File: src/rtl/clock_pkg.sv
`default_nettype none
// +----------------------------------------------------------------------+
// | Module : clock_pkg                                                   |
// | Shared BCD time types, segment codes and digit indices.              |
// | Rev    : 1.0                                                         |
// +----------------------------------------------------------------------+
package clock_pkg;

   typedef logic [3:0] bcdDigit_t;

   typedef struct packed {
      bcdDigit_t hrT;
      bcdDigit_t hrU;
      bcdDigit_t minT;
      bcdDigit_t minU;
      bcdDigit_t secT;
      bcdDigit_t secU;
   } clockTime_t;

   // Active-low {g,f,e,d,c,b,a}
   localparam logic [6:0] SEG_0     = 7'h40;
   localparam logic [6:0] SEG_1     = 7'h79;
   localparam logic [6:0] SEG_2     = 7'h24;
   localparam logic [6:0] SEG_3     = 7'h30;
   localparam logic [6:0] SEG_4     = 7'h19;
   localparam logic [6:0] SEG_5     = 7'h12;
   localparam logic [6:0] SEG_6     = 7'h02;
   localparam logic [6:0] SEG_7     = 7'h78;
   localparam logic [6:0] SEG_8     = 7'h00;
   localparam logic [6:0] SEG_9     = 7'h10;
   localparam logic [6:0] SEG_BLANK = 7'h7F;

   localparam logic [1:0] DIG_MINU = 2'd0;
   localparam logic [1:0] DIG_MINT = 2'd1;
   localparam logic [1:0] DIG_HRU  = 2'd2;
   localparam logic [1:0] DIG_HRT  = 2'd3;

   localparam clockTime_t RESET_TIME_24 = 24'h00_00_00;
   localparam clockTime_t RESET_TIME_12 = 24'h12_00_00;

   function automatic logic [6:0] segDecode(input bcdDigit_t digit);
      logic [6:0] seg;
      case (digit)
         4'd0:    seg = SEG_0;
         4'd1:    seg = SEG_1;
         4'd2:    seg = SEG_2;
         4'd3:    seg = SEG_3;
         4'd4:    seg = SEG_4;
         4'd5:    seg = SEG_5;
         4'd6:    seg = SEG_6;
         4'd7:    seg = SEG_7;
         4'd8:    seg = SEG_8;
         4'd9:    seg = SEG_9;
         default: seg = SEG_BLANK;
      endcase
      return seg;
   endfunction

endpackage
`default_nettype wire

File: src/rtl/time_display_driver_if.sv
`default_nettype none
// +----------------------------------------------------------------------+
// | Module : time_display_driver_if                                      |
// | Divider/button inputs and display/time outputs of the clock block.   |
// | Rev    : 1.0                                                         |
// +----------------------------------------------------------------------+
interface time_display_driver_if;
   logic        secondClock;
   logic        displayClock;
   logic        incMinute;
   logic        incHour;
   logic [3:0]  anode;
   logic [6:0]  segments;
   logic        dp;
   logic [23:0] bcdTime;

   modport master (
      output secondClock, displayClock, incMinute, incHour,
      input  anode, segments, dp, bcdTime
   );

   modport slave (
      input  secondClock, displayClock, incMinute, incHour,
      output anode, segments, dp, bcdTime
   );
endinterface
`default_nettype wire

File: src/rtl/edge_sync.sv
`default_nettype none
// +----------------------------------------------------------------------+
// | Module : edge_sync                                                   |
// | Multi-flop synchronizer with one-cycle rising-edge tick.             |
// | Rev    : 1.0                                                         |
// +----------------------------------------------------------------------+
module edge_sync #(
   parameter int SYNC_STAGES = 2
) (
   input  wire logic clk,
   input  wire logic rst,
   input  wire logic i_async,
   input  wire logic i_enable,
   output logic      o_tick
);

   logic [SYNC_STAGES-1:0] r_sync;
   logic                   r_prev;

   always_ff @(posedge clk) begin
      if (rst) begin
         r_sync <= '0;
         r_prev <= 1'b0;
      end else begin
         r_sync <= {r_sync[SYNC_STAGES-2:0], i_async};
         r_prev <= r_sync[SYNC_STAGES-1];
      end
   end

   assign o_tick = i_enable & r_sync[SYNC_STAGES-1] & ~r_prev;

endmodule
`default_nettype wire

File: src/rtl/time_display_driver.sv
`default_nettype none
// +----------------------------------------------------------------------+
// | Module : time_display_driver                                         |
// | BCD HH:MM:SS clock with set buttons and 4-digit 7-segment mux.       |
// | Rev    : 1.0                                                         |
// +----------------------------------------------------------------------+
module time_display_driver
   import clock_pkg::*;
#(
   parameter bit TWELVE_HOUR = 1'b0,
   parameter int SYNC_STAGES = 2
) (
   input  wire logic            cmosClock,
   input  wire logic            reset,
   time_display_driver_if.slave bus
);

   localparam int                 c_guardW     = $clog2(SYNC_STAGES + 2);
   localparam logic [c_guardW-1:0] c_guardDone = c_guardW'(SYNC_STAGES + 1);
   localparam clockTime_t         c_resetTime  = TWELVE_HOUR ? RESET_TIME_12 : RESET_TIME_24;

   logic [c_guardW-1:0] r_guard;
   logic                w_enable;
   logic [3:0]          w_async;
   logic [3:0]          w_tick;
   logic                w_secTick;
   logic                w_minTick;
   logic                w_hourTick;
   logic                w_dispTick;

   clockTime_t          r_time;
   clockTime_t          w_next;
   logic                w_minCarry;
   logic                w_hourCarry;

   logic [1:0]          r_idx;
   logic [1:0]          w_nextIdx;
   bcdDigit_t           w_digit;
   logic                w_blank;
   logic [6:0]          w_seg;
   logic [3:0]          r_anode;
   logic [6:0]          r_seg;
   logic                r_dp;

   // Holds off ticks until the synchronizers have flushed post-reset,
   // so an input that was already high is not mistaken for an edge.
   always_ff @(posedge cmosClock) begin
      if (reset) begin
         r_guard <= '0;
      end else if (r_guard != c_guardDone) begin
         r_guard <= r_guard + 1'b1;
      end
   end

   assign w_enable = (r_guard == c_guardDone);
   assign w_async  = {bus.incHour, bus.incMinute, bus.displayClock, bus.secondClock};

   for (genvar i = 0; i < 4; i++) begin : g_sync
      edge_sync #(
         .SYNC_STAGES (SYNC_STAGES)
      ) u_edgeSync (
         .clk      (cmosClock),
         .rst      (reset),
         .i_async  (w_async[i]),
         .i_enable (w_enable),
         .o_tick   (w_tick[i])
      );
   end

   assign w_secTick  = w_tick[0];
   assign w_dispTick = w_tick[1];
   assign w_minTick  = w_tick[2];
   assign w_hourTick = w_tick[3];

   always_comb begin
      w_next      = r_time;
      w_minCarry  = 1'b0;
      w_hourCarry = 1'b0;

      if (w_secTick) begin
         if (r_time.secU == 4'd9) begin
            w_next.secU = 4'd0;
            if (r_time.secT == 4'd5) begin
               w_next.secT = 4'd0;
               w_minCarry  = 1'b1;
            end else begin
               w_next.secT = r_time.secT + 4'd1;
            end
         end else begin
            w_next.secU = r_time.secU + 4'd1;
         end
      end

      // A button-driven 59->00 deliberately leaves the hour alone.
      if (w_minCarry || w_minTick) begin
         if (r_time.minU == 4'd9) begin
            w_next.minU = 4'd0;
            if (r_time.minT == 4'd5) begin
               w_next.minT = 4'd0;
               w_hourCarry = w_minCarry;
            end else begin
               w_next.minT = r_time.minT + 4'd1;
            end
         end else begin
            w_next.minU = r_time.minU + 4'd1;
         end
      end

      if (w_hourCarry || w_hourTick) begin
         if (TWELVE_HOUR) begin
            if (r_time.hrT == 4'd1 && r_time.hrU == 4'd2) begin
               w_next.hrT = 4'd0;
               w_next.hrU = 4'd1;
            end else if (r_time.hrU == 4'd9) begin
               w_next.hrT = r_time.hrT + 4'd1;
               w_next.hrU = 4'd0;
            end else begin
               w_next.hrU = r_time.hrU + 4'd1;
            end
         end else begin
            if (r_time.hrT == 4'd2 && r_time.hrU == 4'd3) begin
               w_next.hrT = 4'd0;
               w_next.hrU = 4'd0;
            end else if (r_time.hrU == 4'd9) begin
               w_next.hrT = r_time.hrT + 4'd1;
               w_next.hrU = 4'd0;
            end else begin
               w_next.hrU = r_time.hrU + 4'd1;
            end
         end
      end
   end

   always_ff @(posedge cmosClock) begin
      if (reset) begin
         r_time <= c_resetTime;
      end else begin
         r_time <= w_next;
      end
   end

   assign w_nextIdx = w_dispTick ? r_idx + 2'd1 : r_idx;

   always_comb begin
      w_digit = r_time.minU;
      case (w_nextIdx)
         DIG_MINU: w_digit = r_time.minU;
         DIG_MINT: w_digit = r_time.minT;
         DIG_HRU:  w_digit = r_time.hrU;
         DIG_HRT:  w_digit = r_time.hrT;
         default:  w_digit = r_time.minU;
      endcase
   end

   assign w_blank = TWELVE_HOUR && (w_nextIdx == DIG_HRT) && (r_time.hrT == 4'd0);
   assign w_seg   = w_blank ? SEG_BLANK : segDecode(w_digit);

   always_ff @(posedge cmosClock) begin
      if (reset) begin
         r_idx   <= DIG_MINU;
         r_anode <= 4'b1110;
         r_seg   <= SEG_0;
         r_dp    <= 1'b1;
      end else begin
         r_idx   <= w_nextIdx;
         r_anode <= ~(4'b0001 << w_nextIdx);
         r_seg   <= w_seg;
         r_dp    <= ~((w_nextIdx == DIG_HRU) && !r_time.secU[0]);
      end
   end

   assign bus.anode    = r_anode;
   assign bus.segments = r_seg;
   assign bus.dp       = r_dp;
   assign bus.bcdTime  = r_time;

endmodule
`default_nettype wire

File: src/flat_wrapper.sv
// flat-port wrapper written by rule: the top's interface ports become plain ports
module time_display_driver_flat import clock_pkg::*;
#(
   parameter bit TWELVE_HOUR = 1'b0,
   parameter int SYNC_STAGES = 2
)
  (cmosClock, reset, bus_secondClock, bus_displayClock, bus_incMinute, bus_incHour, bus_anode, bus_segments, bus_dp, bus_bcdTime);
  time_display_driver_if bus_i ();
  input  wire logic cmosClock;
  input  wire logic reset;
  input wire logic [$bits(bus_i.secondClock)-1:0] bus_secondClock;
  input wire logic [$bits(bus_i.displayClock)-1:0] bus_displayClock;
  input wire logic [$bits(bus_i.incMinute)-1:0] bus_incMinute;
  input wire logic [$bits(bus_i.incHour)-1:0] bus_incHour;
  output wire logic [$bits(bus_i.anode)-1:0] bus_anode;
  output wire logic [$bits(bus_i.segments)-1:0] bus_segments;
  output wire logic [$bits(bus_i.dp)-1:0] bus_dp;
  output wire logic [$bits(bus_i.bcdTime)-1:0] bus_bcdTime;
  assign bus_i.secondClock = bus_secondClock;
  assign bus_i.displayClock = bus_displayClock;
  assign bus_i.incMinute = bus_incMinute;
  assign bus_i.incHour = bus_incHour;
  assign bus_anode = bus_i.anode;
  assign bus_segments = bus_i.segments;
  assign bus_dp = bus_i.dp;
  assign bus_bcdTime = bus_i.bcdTime;
  time_display_driver #(.TWELVE_HOUR(TWELVE_HOUR), .SYNC_STAGES(SYNC_STAGES)) u_core (.cmosClock(cmosClock), .reset(reset), .bus(bus_i));
endmodule
File: config.mk
export PLATFORM = sky130hd
export DESIGN_NAME = time_display_driver_flat
export DESIGN_NICKNAME = d
export VERILOG_FILES = /design/src/rtl/clock_pkg.sv /design/src/rtl/time_display_driver_if.sv /design/src/rtl/edge_sync.sv /design/src/rtl/time_display_driver.sv /design/src/flat_wrapper.sv
export SDC_FILE = /design/constraint.sdc
export NUM_CORES = 1
export LEC_CHECK = 0
export ABC_AREA = 1
export BUFFER_PORTS_ARGS = -buffer_cell sky130_fd_sc_hd__buf_2
export CAP_MARGIN = 20
export CORE_MARGIN = 5
export CORE_UTILIZATION = 50
export CTS_BUF_LIST = sky130_fd_sc_hd__clkbuf_4 sky130_fd_sc_hd__clkbuf_8
export DETAILED_ROUTE_END_ITERATION = 16
export MAX_ROUTING_LAYER = met4
export PLACE_DENSITY_LB_ADDON = 0.05
export SLEW_MARGIN = 20
export SYNTH_ARGS = -nofsm -noshare
export SYNTH_HDL_FRONTEND = slang
export SYNTH_SLANG_ARGS = --single-unit
export TNS_END_PERCENT = 20
File: constraint.sdc
create_clock -name cmosClock -period 3.7 [get_ports cmosClock]
set_input_delay 0.185 -clock cmosClock [delete_from_list [all_inputs] [get_ports cmosClock]]
set_output_delay 0.185 -clock cmosClock [all_outputs]
set_load 0.05 [all_outputs]
==> run metrics <==
final worst path period share=about two thirds; routed wl met2=between 2000 and 2500 microns; Tot GR Track Use=16.9%; status=completed; RSZ-0062 raised after global routing=no; final setup skew=0.00346 ns; worst reg2reg setup slack=1.28 ns; clock sinks=between 50 and 60; Hold Crit Class=input pin to flop; DP Area=approximately 0.0026 sq mm; max-slew violations=0; Area Overhead vs Synth=15.0%; Synth Register Bits=52; list of most frequent post-synthesis cells=dfxtp_1, nor2_1, nand2_1; std cell rows=25; Critical R2R Launch=u_core.r_guard[0]$_SDFFE_PP0P_; cell area after synthesis=0.00238 sq mm; syn_nets=321; core area=0.00466 sq mm; final hold vios=0; Setup Buffers After CTS=0; TritonCTS buffer count=5; DR pass1 iterations=4; Required @ worst endpoint=between 3 and 4 ns; Top Metal Used=met4; Tmin final=2.42 ns; Leak=~0.0013 uW; Hold Path Origin=bus_incHour; yosys warns=0; NumNets Final=~360; Yosys top cell by area=dfxtp_1; grt ovf=0; CP Launch Point=u_core.r_guard[0]$_SDFFE_PP0P_; CP Max Fanout=13; # H-tree levels=2; RR Endpoint=u_core.bus.segments[3]$_SDFF_PP0_; Worst Setup End Kind=flop; count leader, synth=dfxtp_1; ys async rst share=0%; routed wire length=4780 microns; # fillers=442; most used cell along the critical path=nand2_1; Finish-stage setup viols=0; hold path cells=3; crit path DAT=2.58 ns; later-pin clock latency in the skew report=approximately 0.3 ns; Worst-path clk slew=0.09 ns; Remaining DRCs=0; first-pass GRT wire length=8270 microns; Die H=79.0 microns; Via density=5.04; number of cells produced by synthesis=307; share of the synthesized area in the top cell type=43.7%; mean instance size in the synthesized netlist=7.76 sq um; total power=roughly 1100 uW; input/output buffers=about 40; sequence of cells on the critical path=ha_1 -> nand4_1 -> nand2_2 -> inv_1 -> nor2_1 -> nand2_1 -> nand2_1 -> inv_1 -> ha_1 -> nand3_1 -> nand2_1 -> nand2_1 -> a21oi_1; cts hold-fix bufs=0; Die Span X=around 79 microns; pin count of the biggest net entering global routing=34; total of max-cap violations=0; Fmax achieved=414 MHz; CTS max path bufs=2; initial cell density of the core=between 50% and 60%; vias in the first global route=1,844; M1 WL=2380 microns; initial antenna violation count=0; ratio of cells with drive above 1 in the final layout=20.6%; Final Core Density=between 50% and 60%; GP Congestion=0.868; Hold Path End=u_core.g_sync[3].u_edgeSync.r_sync[0]$_SDFF_PP0_; VDD IR-drop max=0.308 mV; Seq/Total Area, Yosys=43.7%; DRT iter0 DRCs=approximately 90; DR WL met3=277 microns; R2R depth=13; Final ANT Viol Nets=0; via count=2,035; Power Density=393 mW/mm^2; Post-synth EDFFs=0; Die ar.=between 0.006 and 0.007 sq mm; # IOs=42; Synth cell types=34; top cells by area, synth=dfxtp_1, nor2_1, nand2_1, inv_1, ha_1; CTS root buf=clkbuf_8; Least-Margin Pin Slew=0.662 ns; WS Path Type=flop to flop; Fin Setup TNS=0 ns; Startpoint Class=flop; ANT cells=0; DR WL/cell=between 10 and 15 microns; slowest cell on the critical path=dfxtp_1; final instance area=0.00274 sq mm; Final HPWL DP=3480 microns; CTS tree=built; worst rel slew slack=55.8%; CP peak stage delay=about 0.36 ns; ys flop type=dfxtp_1; post-CTS sizing=0
-- where the power goes --
group	internal [uW]	switching, uW
Combinational	26.9	69.6
Sequential	577	8.45
Clock	204	190
Total	808	268
-- layout by cell type (no fill, tap or decap), types with 2 or more instances in the layout --
cell type / count
ha_1: 8
nor3_1: 5
inv_1: 42
xor2_1: 6
nor2_1: 50
nand2_1: 46
o21ai_0: 10
clkbuf_8: 5
buf_2: 41
nor2_4: 3
nor2_2: 3
nand2_4: 4
nor3_2: 2
nand3_1: 19
nand2_2: 3
a211oi_1: 2
nor4_1: 2
o21ai_1: 2
nand3_2: 2
nand3b_1: 2
a31oi_1: 2
nand4_1: 11
a21oi_1: 15
dfxtp_1: 52
-- worst max-delay path by stage --
stage	cells past startpoint	slack [ns]	endpoint
final	13	1.28	u_core.bus.segments[3]$_SDFF_PP0_
after global routing	13	0.96	u_core.bus.segments[3]$_SDFF_PP0_
after CTS	13	1.29	u_core.bus.segments[3]$_SDFF_PP0_
after detailed placement	13	1.30	u_core.bus.segments[3]$_SDFF_PP0_
after global placement	13	1.44	u_core.bus.segments[3]$_SDFF_PP0_
after floorplan	14	1.63	u_core.bus.segments[3]$_SDFF_PP0_
-- registers in the layout, indices dropped and copies added (netlist names) --
signal and flops:
u_core.g_sync.u_edgeSync.r_sync 8, u_core.bus.anode 4, u_core.r_idx 2, u_core.r_guard 2, u_core.bus.dp 1, u_core.g_sync.u_edgeSync.r_prev 4, u_core.bus.segments 7, u_core.bus.bcdTime 24
-- per-layer routing --
layer  track usage, %  up-vias
met5                -        -
met4             5.33        0
li1                 -     1071
met2             25.9       44
met3             4.20       12
met1             21.9      908
-- worst max-delay path: cells and delay by family (launching register included) --
kind,cells,cell delay (ns)
buffers and inverters,2,0.20
and+or+nand+nor,8,1.09
AOI/OAI and AO/OA,1,0.05
DFF,1,0.36
adders and majority gates,2,0.58
-- cells by family (layout without fill, tap and decap cells) --
kind of cell | after synthesis | count (layout) | share of synthesized area (%)
buf+inv | 49 | 92 | 8.04
flops | 52 | 52 | 43.7
xor+xnor | 6 | 6 | 2.21
compound gates | 35 | 35 | 8.46
fa+ha+maj | 8 | 8 | 4.20
simple gates | 157 | 157 | 33.4
-- stage by stage --
step / hold WS, ns / instances / setup WS (ns)
2_1_floorplan: 0.292 / 307 / 1.63
3_3_place_gp: 0.384 / 396 / 1.44
3_5_place_dp: 0.392 / 396 / 1.30
4_1_cts: 0.0653 / 404 / 1.29
5_1_grt: 0.0609 / 404 / 0.963
6_report: 0.0771 / 404 / 1.28
-- layout make-up --
| cell class | instances | area [sq um] | area share [%] |
|---|---|---|---|
| Clock buffer | 5 | 68.8 | 2.51 |
| Clock inverter | 3 | 46.3 | 1.69 |
| Inverter | 43 | 161 | 5.89 |
| Multi-Input combinational cell | 206 | 1150 | 42.0 |
| Sequential cell | 52 | 1040 | 38.0 |
| Tap cell | 54 | 67.6 | 2.47 |
| Timing Repair Buffer | 41 | 205 | 7.49 |
Note: power is estimated with default switching activity, not from simulation.
